### config.mk
export PLATFORM = sky130hd
export DESIGN_NAME = isr_code_encoder
export DESIGN_NICKNAME = d
export VERILOG_FILES = /design/src/rtl/isr_code_encoder_pkg.sv /design/src/rtl/isr_prio_enc.sv /design/src/rtl/isr_code_encoder.sv
export SDC_FILE = /design/constraint.sdc
export NUM_CORES = 1
export LEC_CHECK = 0
export CAP_MARGIN = 20
export CORE_AREA = 5 5 54 56
export CTS_CLUSTER_DIAMETER = 80
export DETAILED_ROUTE_END_ITERATION = 16
export DIE_AREA = 0 0 59 61
export PLACE_DENSITY_LB_ADDON = 0.1
export SETUP_SLACK_MARGIN = 0.1
export SYNTH_ARGS = -nofsm -noshare
export SYNTH_HDL_FRONTEND = slang
export SYNTH_SLANG_ARGS = --single-unit
### constraint.sdc
create_clock -name clk -period 1.8 [get_ports clk]
set_input_delay 0.27 -clock clk [delete_from_list [all_inputs] [get_ports clk]]
set_output_delay 0.27 -clock clk [all_outputs]
set_load 0.01 [all_outputs]
### src/rtl/isr_code_encoder_pkg.sv
// Shared definitions for the interrupt code encoder and the current-ISR decoder.
//
// Contents:
//   ISR_* code constants : 3-bit current/pending ISR codes (7 is never used)
//   isr_state_t          : encoder FSM state encoding
//   is_fast_code()       : true for the fast-class codes 4..6
package isr_defs;

  localparam logic [2:0] ISR_NONE  = 3'd0;
  localparam logic [2:0] ISR_N_IO2 = 3'd1;
  localparam logic [2:0] ISR_N_IO1 = 3'd2;
  localparam logic [2:0] ISR_N_IO0 = 3'd3;
  localparam logic [2:0] ISR_F_IO2 = 3'd4;
  localparam logic [2:0] ISR_F_IO1 = 3'd5;
  localparam logic [2:0] ISR_F_IO0 = 3'd6;

  typedef enum logic [2:0] {
    ST_IDLE   = 3'd0,
    ST_PEND   = 3'd1,
    ST_SVC_N  = 3'd2,
    ST_PEND_F = 3'd3,
    ST_SVC_F  = 3'd4
  } isr_state_t;

  function automatic logic is_fast_code(input logic [2:0] code);
    return (code >= ISR_F_IO2) && (code <= ISR_F_IO0);
  endfunction

endpackage

### src/rtl/isr_prio_enc.sv
// Combinational priority encoder for already-masked interrupt requests.
// Any fast request beats any normal one; within a class IO2 > IO1 > IO0.
//
// Ports:
//   nirq  in  [2:0] masked normal requests ([2]=IO2 .. [0]=IO0)
//   firq  in  [2:0] masked fast requests (same mapping)
//   code  out [2:0] winning ISR code, ISR_NONE when nothing is requesting
//   valid out       at least one request present
module isr_prio_enc
  import isr_defs::*;
(
  input  logic [2:0] nirq,
  input  logic [2:0] firq,
  output logic [2:0] code,
  output logic       valid
);

  always_comb begin
    code = ISR_NONE;
    if      (firq[2]) code = ISR_F_IO2;
    else if (firq[1]) code = ISR_F_IO1;
    else if (firq[0]) code = ISR_F_IO0;
    else if (nirq[2]) code = ISR_N_IO2;
    else if (nirq[1]) code = ISR_N_IO1;
    else if (nirq[0]) code = ISR_N_IO0;
  end

  assign valid = (|nirq) | (|firq);

endmodule

### src/rtl/isr_code_encoder.sv
// Interrupt request arbiter and current-ISR code generator for IO0/IO1/IO2.
// Raises one prioritized request to the CPU, tracks the ack/done handshake,
// supports one level of fast-over-normal preemption and drives the current
// ISR code consumed by the current-ISR decoder. All outputs are registered.
//
// Ports:
//   clk       in        system clock, rising edge
//   reset     in        asynchronous active-high reset
//   nirq      in  [2:0] normal requests, level ([2]=IO2 .. [0]=IO0)
//   firq      in  [2:0] fast requests, level (same mapping)
//   nirq_en   in        global enable for normal requests
//   firq_en   in        global enable for fast requests
//   isr_ack   in        CPU pulse: pending request has been vectored
//   isr_done  in        CPU pulse: return-from-interrupt executed
//   int_req   out       interrupt request to the CPU
//   pend_code out [2:0] pending request code (0 when int_req is low)
//   cur_isr   out [2:0] code of the executing ISR (0 = none)
//   nested    out       fast ISR running on top of a preempted normal ISR
//
// state     | meaning
// ----------+--------------------------------------------------------------
// ST_IDLE   | nothing pending or running; arbitrate enabled requests
// ST_PEND   | int_req high, pend_code frozen, no ISR running
// ST_SVC_N  | normal ISR running; an enabled fast request may preempt it
// ST_PEND_F | normal ISR running, fast request pending (int_req high)
// ST_SVC_F  | fast ISR running, possibly nested over a saved normal ISR
module isr_code_encoder
  import isr_defs::*;
(
  input  logic       clk,
  input  logic       reset,
  input  logic [2:0] nirq,
  input  logic [2:0] firq,
  input  logic       nirq_en,
  input  logic       firq_en,
  input  logic       isr_ack,
  input  logic       isr_done,
  output logic       int_req,
  output logic [2:0] pend_code,
  output logic [2:0] cur_isr,
  output logic       nested
);

  isr_state_t state, state_n;
  logic [2:0] save_code, save_code_n;
  logic       save_valid, save_valid_n;
  logic       int_req_n;
  logic [2:0] pend_code_n;
  logic [2:0] cur_isr_n;
  logic       nested_n;

  logic [2:0] nirq_m;
  logic [2:0] firq_m;
  logic [2:0] win_code;
  logic       win_valid;
  logic       fast_any;

  assign nirq_m   = nirq & {3{nirq_en}};
  assign firq_m   = firq & {3{firq_en}};
  // With a fast request present the encoder winner is always the fast code.
  assign fast_any = |firq_m;

  isr_prio_enc u_prio_enc (
    .nirq  (nirq_m),
    .firq  (firq_m),
    .code  (win_code),
    .valid (win_valid)
  );

  always_ff @(posedge clk or posedge reset) begin
    if (reset) begin
      state      <= ST_IDLE;
      save_code  <= ISR_NONE;
      save_valid <= 1'b0;
      int_req    <= 1'b0;
      pend_code  <= ISR_NONE;
      cur_isr    <= ISR_NONE;
      nested     <= 1'b0;
    end else begin
      state      <= state_n;
      save_code  <= save_code_n;
      save_valid <= save_valid_n;
      int_req    <= int_req_n;
      pend_code  <= pend_code_n;
      cur_isr    <= cur_isr_n;
      nested     <= nested_n;
    end
  end

  always_comb begin
    state_n      = state;
    save_code_n  = save_code;
    save_valid_n = save_valid;
    int_req_n    = int_req;
    pend_code_n  = pend_code;
    cur_isr_n    = cur_isr;
    nested_n     = nested;

    case (state)
      ST_IDLE: begin
        if (win_valid) begin
          pend_code_n = win_code;
          int_req_n   = 1'b1;
          state_n     = ST_PEND;
        end
      end

      // isr_done is ignored here, so a same-cycle ack/done takes the ack.
      ST_PEND: begin
        if (isr_ack) begin
          cur_isr_n   = pend_code;
          pend_code_n = ISR_NONE;
          int_req_n   = 1'b0;
          state_n     = is_fast_code(pend_code) ? ST_SVC_F : ST_SVC_N;
        end
      end

      ST_SVC_N: begin
        if (isr_done) begin
          cur_isr_n = ISR_NONE;
          state_n   = ST_IDLE;
        end else if (fast_any) begin
          pend_code_n = win_code;
          int_req_n   = 1'b1;
          state_n     = ST_PEND_F;
        end
      end

      // Ack has priority over a coincident done.
      ST_PEND_F: begin
        if (isr_ack) begin
          save_code_n  = cur_isr;
          save_valid_n = 1'b1;
          cur_isr_n    = pend_code;
          pend_code_n  = ISR_NONE;
          int_req_n    = 1'b0;
          nested_n     = 1'b1;
          state_n      = ST_SVC_F;
        end else if (isr_done) begin
          // Normal ISR finished before the fast one was vectored.
          cur_isr_n = ISR_NONE;
          state_n   = ST_PEND;
        end
      end

      ST_SVC_F: begin
        if (isr_done) begin
          if (save_valid) begin
            cur_isr_n    = save_code;
            save_code_n  = ISR_NONE;
            save_valid_n = 1'b0;
            nested_n     = 1'b0;
            state_n      = ST_SVC_N;
          end else begin
            cur_isr_n = ISR_NONE;
            state_n   = ST_IDLE;
          end
        end
      end

      default: begin
        state_n      = ST_IDLE;
        save_code_n  = ISR_NONE;
        save_valid_n = 1'b0;
        int_req_n    = 1'b0;
        pend_code_n  = ISR_NONE;
        cur_isr_n    = ISR_NONE;
        nested_n     = 1'b0;
      end
    endcase
  end

endmodule

==> out/results.tsv <==
metric	value	unit
flops & latches, synth	15	
Post-Layout Cell Count	163	
total negative setup slack	0	ns
H-tree lvl count	1	
CTS tree	done	
Max FO, Critical Path	5	
core area	2390	µm²
Hold Vio Cnt, Final	0	
synthesized area	917	µm²
first-pass GRT wire length	3840	µm
RSZ-0062 raised after global routing	false	
CP required	1.53	ns
Die ar.	3600	µm²
most used flip-flop cell after synthesis	dfrtp_1	
worst hold-check path type	in -> async	
pre-CTS setup slack	0.00183	ns
Cell Rows	18	
Final setup viols	0	
period utilization	86.2	%
Resized Gates After CTS	0	
gr ovfl total	0	
syn_area_per_cell	8.49	µm²
area grow syn2layout	31.8	%
startpoint types	flop	
Final Cell Area	1210	µm²
routed via count	875	
Cell Area, Placed	1180	µm²
Distinct cells, synth	30	
Final HPWL DP	1720	µm
Vias/cell	5.37	
most frequent cells in the layout	19 x clkdlybuf4s50_1, 15 x dfrtp_1, 14 x nand2_1	
Antenna Nets Post-Route	0	
GRT Resource Usage Total	14.1	%
max incr delay on CP	0.57	ns
Port-buffer cells	19	
later-pin clock latency in the skew report	0.28	ns
Ant. Diodes	0	
final WL	2280	µm
cells after synthesis	108	
outcome	finished clean	
Critical Path AT	1.28	ns
IO Count	20	
max-slew violations	0	
setup ws final	0.248	ns
Post-CTS Setup Inserts	0	
# nets final	146	
Net Count, Synth	120	
EDFF count, synth	0	
sequential area share after synthesis	40.9	%
Post-synth ARST share	100	%
largest net degree at the start of global routing	16	
worst path bufs/invs	1	
Worst-path clk slew	0.10	ns
Placed Cells	159	
PwrDens	1380	nW/µm²
Leakage	0.525	nW
Max Cap Viol	0	
Num CTS Buffers	3	
worst-path cell chain	clkdlybuf4s50_1	
clock skew	0.00690	ns
GPL Wtd Cong	0.779	
clock buffer depth	2	
layout cells sized above 1	12.8	%
most common cell after layout, fill and taps aside	clkdlybuf4s50_1	
VDD IR max	0.734	mV
Yosys warning total	0	
slew of the pin with the lowest slew margin	0.588	ns
crit path max-delay cell type	clkdlybuf4s50_1	
Starting Density	38.4	%
root buf cell	clkbuf_4	
Max Clock Freq	644	MHz
Die Y	61	µm
antenna violations before repair	0	
Initial DRT Pass Iterations	4	
die width	59	µm
clock sinks	15	
routed length per instance	14.0	µm
vias in the first global route	839	
Post-CTS Hold Buffers	0	
kind of cell adding the most delay to the critical path	buffers and inverters	
drc violations	0	
shortest period the worst path allows	1.55	ns
critical path class	reg -> out	
Max-Slew Margin vs Limit	60.8	%
Iter 0 DRT Violations	29	
Setup crit end kind	primary output	
==> cell families (layout without fill, tap and decap cells) <==
logic type / count (synthesis) / count (layout) / share of synthesized area, %
AND/OR/NAND/NOR: 38 / 38 / 19.8
flip-flops: 15 / 15 / 40.9
buffers and inverters: 12 / 37 / 5.46
multiplexers: 1 / 1 / 1.09
AO/OA/AOI/OAI: 42 / 42 / 32.7
==> cells in the mapped netlist (all sizes together) (2+ instances only) <==
| cell type | n | area share (%) |
|---|---|---|
| nor2b | 3 | 2.0 |
| a22oi | 3 | 2.5 |
| o21ai | 10 | 5.5 |
| nor2 | 8 | 3.3 |
| nand2 | 15 | 6.4 |
| a22o | 3 | 2.9 |
| clkbuf | 2 | 0.82 |
| buf | 5 | 2.6 |
| a21oi | 10 | 5.5 |
| and3 | 2 | 1.4 |
| nand3 | 4 | 2.2 |
| a21o | 2 | 1.6 |
| nand2b | 2 | 1.4 |
| a31oi | 3 | 2.0 |
| o2bb2ai | 5 | 4.8 |
| nor3b | 2 | 1.6 |
| dfrtp | 15 | 41 |
| o31ai | 3 | 4.5 |
| inv | 4 | 1.6 |
==> power by group <==
| part | switching, mW | internal (mW) | total, mW |
|---|---|---|---|
| registers | 0.146 | 0.463 | 0.609 |
| clock network | 0.113 | 0.0824 | 0.195 |
| logic | 0.453 | 0.410 | 0.864 |
| total | 0.712 | 0.956 | 1.67 |
==> area by class of cell <==
| cell class | instances | area [µm²] |
|---|---|---|
| tap | 30 | 37.5 |
| multi-input combinational | 81 | 492 |
| sequential | 15 | 375 |
| clock inverter | 1 | 5.00 |
| inverter | 5 | 18.8 |
| fill | 244 | 1180 |
| timing repair buffer | 28 | 258 |
| clock buffer | 3 | 22.5 |
==> stage by stage <==
step / util [%] / power [mW] / hold slack, ns
floorplan: - / 1.13 / 0.171
global placement: 49.5 / 1.46 / 0.461
detailed placement: 49.5 / 1.48 / 0.469
CTS: 50.6 / 1.67 / 0.373
global route: 50.6 / 1.80 / 0.418
finish: 50.6 / 1.67 / 0.344
==> metal layers <==
layer  vias up  wire length [µm]  share of wire, %  GRT usage, %
li1        444                 -                 -             -
met5         -                 0                 0             0
met3         2                96               4.2          2.77
met1       411              1110                49          19.1
met2        18              1060                46          22.4
met4         0                19              0.83          4.85
==> registers in the layout (all words and copies together) (netlist names) <==
name / cells
cur_isr: 3
pend_code: 3
save_code: 3
state: 3
int_req: 1
nested: 1
save_valid: 1
==> path summary, 6_finish.rpt <==
check | cells after the start | end | start | slack [ns]
max | 1 | pend_code[2] | pend_code[2] | 0.25
min | 2 | state[1] | reset | 0.34
max reg2reg | 4 | cur_isr[1] | state[1] | 0.28
min reg2reg | 1 | nested | nested | 0.49
max in group asynchronous | 2 | int_req | reset | 1.07
min in group clk | 1 | nested | nested | 0.49
Power figures use the tool's default switching activity.
